### src/rtl/fwd_hazard_ctrl.sv
// Forwarding select and stall control for the 5-stage pipeline.
// Shadows of the EX/MEM destinations plus a mult/div busy down-counter.
module fwd_hazard_ctrl #(
   parameter int RA_W       = 5,
   parameter int MD_LATENCY = 32,
   parameter int MD_CNT_W   = 6
) (
   input  logic            clk,
   input  logic            rst,
   input  logic            id_valid,
   input  logic [RA_W-1:0] id_rs,
   input  logic [RA_W-1:0] id_rt,
   input  logic            id_use_rs,
   input  logic            id_use_rt,
   input  logic [RA_W-1:0] id_dst,
   input  logic            id_reg_write,
   input  logic            id_is_load,
   input  logic            id_md_use,
   input  logic            id_md_start,
   input  logic            ex_flush,
   output logic [1:0]      Forward1A,
   output logic [1:0]      Forward1B,
   output logic            stall,
   output logic            md_busy
);

   // The WB shadow is not kept: the register file is write-before-read, so a
   // WB producer always resolves to the register-file path (select 00).
   logic [RA_W-1:0]     ex_dst_q, ex_dst_d;
   logic                ex_rw_q, ex_rw_d;
   logic                ex_ld_q, ex_ld_d;
   logic [RA_W-1:0]     mem_dst_q;
   logic                mem_rw_q;
   logic [MD_CNT_W-1:0] md_cnt_q, md_cnt_d;
   logic [1:0]          fwd_a_q, fwd_a_d;
   logic [1:0]          fwd_b_q, fwd_b_d;

   logic ex_hit_rs, ex_hit_rt, mem_hit_rs, mem_hit_rt;
   logic load_use, md_hazard, accept;

   assign ex_hit_rs  = id_use_rs && ex_rw_q  && (ex_dst_q  != '0) && (ex_dst_q  == id_rs);
   assign ex_hit_rt  = id_use_rt && ex_rw_q  && (ex_dst_q  != '0) && (ex_dst_q  == id_rt);
   assign mem_hit_rs = id_use_rs && mem_rw_q && (mem_dst_q != '0) && (mem_dst_q == id_rs);
   assign mem_hit_rt = id_use_rt && mem_rw_q && (mem_dst_q != '0) && (mem_dst_q == id_rt);

   assign md_busy   = (md_cnt_q != '0);
   assign load_use  = ex_ld_q && (ex_hit_rs || ex_hit_rt);
   assign md_hazard = id_md_use && md_busy;
   assign stall     = id_valid && !ex_flush && (load_use || md_hazard);
   assign accept    = id_valid && !ex_flush && !stall;

   always_comb begin
      ex_dst_d = '0;
      ex_rw_d  = 1'b0;
      ex_ld_d  = 1'b0;
      fwd_a_d  = 2'b00;
      fwd_b_d  = 2'b00;
      md_cnt_d = md_cnt_q;
      if (md_busy) begin
         md_cnt_d = md_cnt_q - MD_CNT_W'(1);
      end
      if (accept) begin
         ex_dst_d = id_dst;
         ex_rw_d  = id_reg_write;
         ex_ld_d  = id_is_load;
         // Newest producer wins when both stages hold the same register.
         if (ex_hit_rs)       fwd_a_d = 2'b10;
         else if (mem_hit_rs) fwd_a_d = 2'b01;
         if (ex_hit_rt)       fwd_b_d = 2'b10;
         else if (mem_hit_rt) fwd_b_d = 2'b01;
         if (id_md_start) begin
            md_cnt_d = MD_CNT_W'(MD_LATENCY);
         end
      end
   end

   always_ff @(posedge clk or posedge rst) begin
      if (rst) begin
         ex_dst_q  <= '0;
         ex_rw_q   <= 1'b0;
         ex_ld_q   <= 1'b0;
         mem_dst_q <= '0;
         mem_rw_q  <= 1'b0;
         md_cnt_q  <= '0;
         fwd_a_q   <= 2'b00;
         fwd_b_q   <= 2'b00;
      end else begin
         mem_dst_q <= ex_dst_q;
         mem_rw_q  <= ex_rw_q;
         ex_dst_q  <= ex_dst_d;
         ex_rw_q   <= ex_rw_d;
         ex_ld_q   <= ex_ld_d;
         md_cnt_q  <= md_cnt_d;
         fwd_a_q   <= fwd_a_d;
         fwd_b_q   <= fwd_b_d;
      end
   end

   assign Forward1A = fwd_a_q;
   assign Forward1B = fwd_b_q;

endmodule

### config.mk
export PLATFORM = sky130hd
export DESIGN_NAME = fwd_hazard_ctrl
export DESIGN_NICKNAME = d
export VERILOG_FILES = /design/src/rtl/fwd_hazard_ctrl.sv
export SDC_FILE = /design/constraint.sdc
export NUM_CORES = 1
export LEC_CHECK = 0
export BUFFER_PORTS_ARGS = -buffer_cell sky130_fd_sc_hd__buf_2
export CORE_UTILIZATION = 46
export CTS_CLUSTER_DIAMETER = 60
export DETAILED_ROUTE_END_ITERATION = 6
export PLACE_DENSITY = 0.73
export SLEW_MARGIN = 20
export SYNTH_ARGS = -nofsm -noshare
export SYNTH_HDL_FRONTEND = slang
export SYNTH_SLANG_ARGS = --single-unit
### constraint.sdc
create_clock -name clk -period 2 [get_ports clk]
set_input_delay 0.1 -clock clk [delete_from_list [all_inputs] [get_ports clk]]
set_output_delay 0.1 -clock clk [all_outputs]
set_load 0.05 [all_outputs]
==> metrics.txt, run 1 <==
diode count=0; Yosys Warn Count=0; TritonCTS clock tree=yes; Synth async-reset ratio=100%; Int Power=about 1 mW; largest net degree at the start of global routing=24; Worst Setup Path Type=flop to output pin; clock sinks=23; CP required=roughly 1.9 ns; Synth Net Count=between 100 and 150; Final HPWL DP=roughly 2.1 mm; first-pass GRT wire length=around 5.5 mm; Worst-Skew Late Latency=0.31 ns; worst-path fanout max=4; cell area power density=830 mW/mm2; synthesized area=between 0.001 and 0.0015 mm2; worst slew pin tran=around 0.9 ns; Yosys reg bits=23; placed insts=between 150 and 200; vias=about 1300; count leader, synth=dfrtp_1; Final ANT Viol Nets=0; vias in the first global route=1249; Critical Path Source Type=flop; worst r2r dst=md_cnt_q[3]; CP arrival=2.09 ns; TritonCTS Buffers=3; H-tree depth=1; Tcrit/Tclk final=110%; initial antenna violation count=0; Final WS setup=-0.193 ns; setup slack, reg-to-reg=-0.15 ns; crit path launch=ex_dst_q[4]; Layout area overhead=61.0%; Setup violations, final=18; IO buf count=30; syn avg cell area=just over 10 um2; routed vias/inst=5.96; Critical Path End Type=output pin; area taken by multi-input logic gates=752 um2; DIE AREA=~0.0029 mm2; Die X-Extent=approximately 54 um; slew margin rel.=about two fifths; Post-synth EDFFs=0; hold crit path type=primary input to flop; final WL=between 4 and 5 mm; # DRC=0; commonest cells in the netlist=dfrtp_1 (23), xor2_1 (18), nand2_1 (14); clock-pin slew on the worst setup and hold paths=between 0.1 and 0.15 ns; Max Cap Viol=0; failing checks=negative setup slack; Detailed Routing Iterations Pass 1=4; reg2reg path depth=7; Post-Synthesis Cells=between 100 and 150; RR Startpoint=ex_dst_q[3]; die height=between 50 and 60 um; CTS max path bufs=2; sequential area share after synthesis=47.0%; Final GP Congestion=0.885; RSZ-0062 raised after global routing=true; Final Max Slew Viols=0; synth top area cells=dfrtp_1 (47%), xor2_1 (13%), nand2_1 (4.3%), nor3_1 (4.1%), nor4_1 (3.1%); grt total ovfl=0; CTS root buf=clkbuf_4; NumNets Final=about 220; final core occ=78.9%; switching pwr=between 0.6 and 0.7 mW; Max IR drop VDD=approximately 790 uV; Reg power frac=37.8%; Final min period=approximately 2.2 ns; area leader, netlist=dfrtp_1; routed length per instance=just under 20 um; Rows=18; Final Skew=about 0.0037 ns; post-route insts no fill=224; Core Box Area=0.00250 mm2; FMAX=between 0.4 and 0.5 GHz; GR Util All Layers=27.8%; endpoints failing hold=0; layout cell share with drive strength beyond 1=slightly above 50%; Fill cells=between 150 and 200; Starting Density=between 40 and 50%; 1st-iter DRT viols=roughly 70; Clock Power Share=13.6%; combinational share of power=roughly half; CP endpoint=stall; Primary FF master, synth=dfrtp_1; post-synthesis cell type count=29; leakage power=~0.96 nW; sw frac=about 38%; Synth top area share=a little under half; boundary pin count=31; outcome=finished, violations left; Reg area=between 500 and 600 um2
-- worst min path at each step --
stage,from,to,slack (ns),cells after the start
4_1_cts,id_dst[0],ex_dst_q[0],0.002,3
2_1_floorplan,rst,Forward1A[0],0.10,1
3_3_place_gp,rst,md_cnt_q[1],0.30,2
3_5_place_dp,rst,md_cnt_q[2],0.32,2
5_1_grt,id_dst[3],ex_dst_q[3],0.04,3
6_report,id_dst[3],ex_dst_q[3],0.05,3
-- through the flow --
stage | setup TNS [ns] | power [mW] | area [um2] | worst slack (ns) | hold slack [ns]
global route | -2.01 | 1.71 | 1970 | -0.247 | 0.0369
global placement | 0 | 1.05 | 1470 | 0.0106 | 0.303
detailed placement | -0.0696 | 1.07 | 1470 | -0.0482 | 0.317
finish | -1.15 | 1.64 | 1970 | -0.193 | 0.0528
floorplan | -0.568 | 0.912 | 1220 | -0.243 | 0.102
CTS | -0.222 | 1.40 | 1710 | -0.157 | 0.00163
-- worst max-delay path: stages, from the launching register on --
cell and delay [ns]:
dfrtp_1 0.44, buf_4 0.15, xor2_1 0.16, nor4_1 0.32, and3_1 0.26, o21a_4 0.16
o21a_1 0.13, buf_6 0.16
-- cell families (layout without fill, tap and decap cells) --
group | Yosys count | after routing | synth area share (%)
adders and majority gates | 1 | 1 | 1.02
AOI/OAI and AO/OA | 14 | 14 | 10.1
DFF | 23 | 23 | 47.0
buffers and inverters | 9 | 84 | 3.98
xor gates and xnor gates | 22 | 22 | 15.7
and+or+nand+nor | 50 | 50 | 22.2
-- placed cells by master, fill, tap and decap left out, types with 2 or more instances in the layout --
cell / synthesis / final
and3_1: 2 / 2
buf_2: 0 / 28
buf_4: 0 / 35
buf_6: 2 / 2
buf_8: 0 / 2
clkbuf_4: 0 / 3
dfrtp_1: 23 / 23
dlygate4sd3_1: 0 / 6
inv_1: 5 / 2
inv_2: 0 / 3
nand2_1: 14 / 14
nand2b_1: 2 / 2
nand3_1: 3 / 2
nand4_1: 2 / 2
nor2_1: 4 / 2
nor3_1: 10 / 2
nor3_2: 0 / 4
nor3_4: 1 / 5
nor4_1: 6 / 3
nor4_4: 0 / 2
o21a_1: 3 / 2
o21ai_0: 2 / 2
o311a_1: 3 / 3
o31a_1: 2 / 2
or4_1: 2 / 2
xnor2_1: 4 / 4
xor2_1: 18 / 18
-- registers in the layout (all words and copies together), names as in the netlist --
name	count
Forward1A	2
ex_rw_q	1
Forward1B	2
mem_rw_q	1
ex_ld_q	1
ex_dst_q	5
mem_dst_q	5
md_cnt_q	6
-- power by group through the flow --
stage                     Clock (mW)  Sequential, mW  Combinational (mW)
after detailed placement           0           0.614               0.460
after CTS                      0.224           0.602               0.577
after global placement             0           0.606               0.447
after global routing           0.248           0.622               0.841
final                          0.223           0.618               0.795
after floorplan                    0           0.604               0.308
-- cell type report --
cell class	instances	share of cell area, %
Timing Repair Buffer	75	28.4
Sequential cell	23	29.2
Clock inverter	1	0.254
Inverter	5	0.952
Tap cell	30	1.90
Clock buffer	3	1.14
Multi-Input combinational cell	87	38.1
-- metal layers --
layer | global-route usage (%) | vias up | routed length, um
met1 | 31.5 | 640 | 1560
li1 | - | 567 | -
met4 | 17.5 | 0 | 216
met5 | 0 | - | 0
met3 | 4.52 | 32 | 365
met2 | 48.3 | 95 | 2290
-- repair_timing --
item	CTS	global route
setup endpoints to repair	9	19
buffers inserted	10	17
pin swaps	6	21
endpoints found under the hold margin	28	0
cloned	0	1
resized for setup	19	23
hold buffers	6	0
Note: power is estimated with default switching activity, not from simulation.
==> run 2: changes to the inputs <==
--- a/config.mk
+++ b/config.mk
@@ -6,6 +6,7 @@
 export NUM_CORES = 1
 export LEC_CHECK = 0
 export BUFFER_PORTS_ARGS = -buffer_cell sky130_fd_sc_hd__buf_2
+export CORE_MARGIN = 8
 export CORE_UTILIZATION = 46
 export CTS_CLUSTER_DIAMETER = 60
 export DETAILED_ROUTE_END_ITERATION = 6
==> run 2 against run 1 <==
The run still ends with negative setup slack left. Critical path depth stayed put. Via count fell by 10%. Die area rose by 59%. Combinational power down 17%. Register-to-register slack worse by 0.03 ns. Core utilization shrank 0.30 points. Final cell count fell by 3.1%. Clock skew grew 0.0026 ns. Largest power group unchanged. Flip-flop and latch count unchanged. Non-clock buffer count down 7. Fmax up 0.42%.
==> metrics.txt, run 2 (synthesis results as in run 1) <==
outcome=finished, violations left; failing checks=negative setup slack; endpoints failing hold=0; Final HPWL DP=around 2.3 mm; Final GP Congestion=roughly 0.88; die height=about 68 um; first-pass GRT wire length=5.53 mm; Max IR drop VDD=slightly below 700 uV; RSZ-0062 raised after global routing=true; Core Box Area=roughly 0.0025 mm2; routed length per instance=around 18 um; Reg area=approximately 580 um2; Worst-Skew Late Latency=between 0.3 and 0.4 ns; CTS root buf=clkbuf_4; Die X-Extent=67.6 um; Largest stage delay, worst path=approximately 0.53 ns; Biggest register=md_cnt_q; largest registers=md_cnt_q x6, ex_dst_q x5, mem_dst_q x5; Critical Path Source Type=flop; largest net degree at the start of global routing=24; crit path cell chain=or4_4 -> o21a_1 -> and2_4 -> o21a_4 -> buf_4 -> buf_8 -> o311a_1; Tcrit/Tclk final=109%; DIE AREA=0.00457 mm2; commonest non-fill, non-tap cell in the layout=buf_2; CP arrival=around 2.4 ns; worst-path fanout max=5; Fill cells=between 100 and 150; worst slew pin tran=0.885 ns; TritonCTS Buffers=3; grt total ovfl=0; Layout area overhead=60.4%; leakage power=about 0.96 nW; post-route insts no fill=217; diode count=0; RR Startpoint=ex_dst_q[1]; clock-pin slew on the worst setup and hold paths=~0.15 ns; clock sinks=23; most frequent cells in the layout=buf_2 (28), buf_4 (24), dfrtp_1 (23); CP max stage cell=or4_4; Final min period=~2.2 ns; Hold Path Cell Cnt=3; vias=roughly 1200; final WL=between 3 and 4 mm; 1st-iter DRT viols=60; FMAX=between 0.4 and 0.5 GHz; Final WS setup=-0.184 ns; Starting Density=49.0%; area taken by multi-input logic gates=between 700 and 800 um2; setup slack, reg-to-reg=-0.18 ns; Final Skew=0.00633 ns; hold crit path type=primary input to flop; Max Cap Viol=0; vias in the first global route=approximately 1200; Critical Path End Type=flop; Final ANT Viol Nets=0; CP required=~2.2 ns; layout cell share with drive strength beyond 1=between 40% and 50%; Detailed Routing Iterations Pass 1=4; routed vias/inst=5.51; Worst Hold End=ex_dst_q[0]; boundary pin count=31; Rows=18; IO buf count=30; H-tree depth=1; Largest register FFs=6; Final Max Slew Viols=0; final core occ=a little under 80%; worst r2r dst=md_cnt_q[2]; Setup violations, final=16; slew margin rel.=about two fifths; # DRC=0; Hold Path Origin=id_dst[0]; placed insts=between 150 and 200; reg2reg path depth=7; NumNets Final=around 210; initial antenna violation count=0; cell area power density=764 mW/mm2; TritonCTS clock tree=yes; Worst Setup Path Type=flop to flop; GR Util All Layers=approximately 15%; CTS max path bufs=2
run 2: routing by layer:
metal  share of wire, %  vias to the layer above  track usage, %
li1                   -                      551               -
met3                5.2                       10            2.81
met5                  0                        -               0
met4                2.0                        0            5.48
met1                 41                      591            18.3
met2                 52                       44            26.9
run 2: cell type report:
cell class              count  share of cell area (%)
clock buffers               3                    1.15
inverters                   5                   0.955
repair buffers             68                    26.6
flip-flops and latches     23                    29.3
well taps                  30                    1.91
multi-input cells          87                    39.8
clock inverters             1                   0.255
run 2: worst max-delay path, delay by kind of cell, from the launching register on:
family                 cells  cell delay, ns
AOI/OAI and AO/OA          3            0.69
buffers and inverters      2            0.28
and+or+nand+nor            2            0.69
DFF                        1            0.42
run 2: worst max path at each step:
| stage | start | endpoint | depth (start not counted) |
|---|---|---|---|
| after CTS | ex_dst_q[1] | stall | 6 |
| after detailed placement | ex_dst_q[3] | stall | 7 |
| after global routing | ex_dst_q[0] | stall | 7 |
| after floorplan | md_cnt_q[0] | Forward1A[0] | 8 |
| after global placement | ex_dst_q[3] | stall | 7 |
| final | ex_dst_q[1] | md_cnt_q[2] | 7 |
run 2: through the flow:
stage	cell area, um2	power, mW	setup TNS (ns)	hold WS, ns	setup WS [ns]
final	1960	1.50	-1.52	0.0242	-0.184
after global routing	1960	1.58	-2.64	0.0180	-0.272
after CTS	1730	1.43	-0.311	0.000781	-0.156
after detailed placement	1470	1.06	-0.149	0.322	-0.0404
after global placement	1470	1.05	-0.0157	0.303	-0.0157
after floorplan	1220	0.912	-0.568	0.102	-0.243
run 2: where the power goes:
| group | internal (mW) | leakage, nW | switching, mW |
|---|---|---|---|
| Clock | 0.0748 | 0.0177 | 0.158 |
| Sequential | 0.536 | 0.306 | 0.0734 |
| Combinational | 0.350 | 0.633 | 0.308 |
run 2: repair_timing:
item,in CTS,in global routing
setup endpoints to repair,12,19
hold endpoints to repair,28,0
resized for setup,20,32
setup buffers,15,8
hold buffers,6,0
pin swaps,7,24
cloned,0,1
==> run 3: changes to the inputs <==
--- a/config.mk
+++ b/config.mk
@@ -5,12 +5,12 @@
 export SDC_FILE = /design/constraint.sdc
 export NUM_CORES = 1
 export LEC_CHECK = 0
-export BUFFER_PORTS_ARGS = -buffer_cell sky130_fd_sc_hd__buf_2
 export CORE_MARGIN = 8
-export CORE_UTILIZATION = 46
+export CORE_UTILIZATION = 50
 export CTS_CLUSTER_DIAMETER = 60
 export DETAILED_ROUTE_END_ITERATION = 6
-export PLACE_DENSITY = 0.73
+export DONT_BUFFER_PORTS = 1
+export PLACE_DENSITY = 0.68
 export SLEW_MARGIN = 20
 export SYNTH_ARGS = -nofsm -noshare
 export SYNTH_HDL_FRONTEND = slang
==> run 3 against run 2 <==
Largest cell class unchanged. Global-route usage rose by 0.66 points. Sequential power down 1%. Setup slack gained 0.052 ns. Count of clock-buffer cells in the layout unchanged. Highest routed layer unchanged. Clock skew is 0.0054 ns lower. Critical endpoint is now stall. Non-clock buffer count shrank 33. The flow still finishes with violations (negative setup slack). Flip-flop and latch count unchanged.
==> metrics.txt, run 3 (synthesis results as in run 1) <==
Detailed Routing Iterations Pass 1=5; clock-pin slew on the worst setup and hold paths=around 0.12 ns; initial antenna violation count=0; met3 usage=under 10%; Final GP Congestion=around 0.87; TritonCTS clock tree=yes; Power Total=1.37 mW; placed insts=160; Final Max Slew Viols=0; Largest register FFs=6; Critical Path Source Type=flop; endpoints failing hold=0; commonest non-fill, non-tap cell in the layout=dfrtp_1; final WL=~3.1 mm; TritonCTS Buffers=3; Stages on worst setup path=8; FMAX=0.469 GHz; Top delay family on crit path=simple AND/OR/NAND/NOR gates; NumNets Final=181; RR Startpoint=ex_dst_q[1]; vias in the first global route=between 1000 and 1500; Layout area overhead=36.7%; Hold Path Cell Cnt=2; Max Cap Viol=0; Hold Path Origin=ex_flush; slew margin rel.=a little over two fifths; largest registers=md_cnt_q x6, ex_dst_q x5, mem_dst_q x5; cell area power density=approximately 800 mW/mm2; Worst Path Buf+Inv=3; routed vias/inst=5.68; final instance area=0.00167 mm2; die height=65.5 um; H-tree depth=1; IO buf count=0; largest net degree at the start of global routing=24; 1st-iter DRT viols=43; Reg area=between 500 and 600 um2; first-pass GRT wire length=between 5 and 6 mm; Final HPWL DP=between 2 and 2.5 mm; reg2reg path depth=7; Final ANT Viol Nets=0; Largest stage delay, worst path=0.40 ns; failing checks=negative setup slack; Core Box Area=0.00239 mm2; # DRC=0; Critical Path End Type=output pin; worst slew pin tran=0.865 ns; RSZ-0062 raised after global routing=true; routed length per instance=about 17 um; Worst Setup Path Type=flop to output pin; Worst-Skew Late Latency=0.31 ns; crit path cell chain=inv_1 -> ha_4 -> or3b_4 -> nor3_4 -> buf_6 -> nor2_4 -> o21a_1 -> buf_12; final hold slack=about 0.025 ns; Max IR drop VDD=about 760 uV; Setup violations, final=2; post-route insts no fill=184; grt total ovfl=0; DIE AREA=around 0.0043 mm2; leakage power=between 0.7 and 0.8 nW; Final min period=2.13 ns; most frequent cells in the layout=dfrtp_1 (23), xor2_1 (18), buf_4 (18); CP required=1.90 ns; boundary pin count=31; Final WS setup=-0.132 ns; diode count=0; CP max stage cell=dfrtp_1; Die X-Extent=approximately 65 um; Starting Density=between 50% and 60%; layout cell share with drive strength beyond 1=between 20 and 30%; GR Util All Layers=approximately 16%; area taken by multi-input logic gates=697 um2; GR Util met2=between 20% and 30%; Rows=18; outcome=finished, violations left; Tcrit/Tclk final=107%; met1 Track Usage GR=between 10% and 20%; dpl cell area=about 0.0014 mm2; CTS max path bufs=2; vias=1046; Fill cells=178; Final Skew=~0.00091 ns; Setup WS pre-CTS=-0.00736 ns; worst-path fanout max=6; hold crit path type=primary input to flop; crit path launch=md_cnt_q[1]; final core occ=around 70%; gr busiest metal=met2; Biggest register=md_cnt_q; total negative slack=-0.137 ns; clock sinks=23; CTS root buf=clkbuf_4; CP arrival=roughly 2 ns
run 3: timing repair:
| action | 4_1_cts | 5_1_grt |
|---|---|---|
| endpoints found under the setup margin | 4 | 18 |
| pin swaps | 5 | 6 |
| resized for setup | 11 | 11 |
| buffers inserted | 5 | 1 |
| endpoints found under the hold margin | 36 | 0 |
| hold buffers | 14 | 0 |
run 3: area by class of cell:
type	instances	share of cell area [%]
multi-input combinational	87	41.6
sequential	23	34.4
timing repair buffer	35	19.0
tap	30	2.24
clock buffer	3	1.35
inverter	5	1.12
clock inverter	1	0.299
run 3: layer usage:
layer	routed length (um)	share of wire [%]
met5	0	0
met2	1640	52
met3	150	4.8
met4	115	3.7
met1	1240	39
run 3: path summary, 6_finish.rpt:
check,end,slack (ns)
max,stall,-0.13
min,Forward1A[1],0.03
max reg2reg,Forward1B[1],-0.01
min reg2reg,mem_rw_q,0.40
max in group asynchronous,mem_dst_q[2],1.07
min in group asynchronous,md_cnt_q[4],0.40
run 3: power by group:
part           total, mW  switching [mW]  internal (mW)
sequential         0.600          0.0648          0.536
combinational      0.558           0.264          0.295
clock              0.215           0.141         0.0748
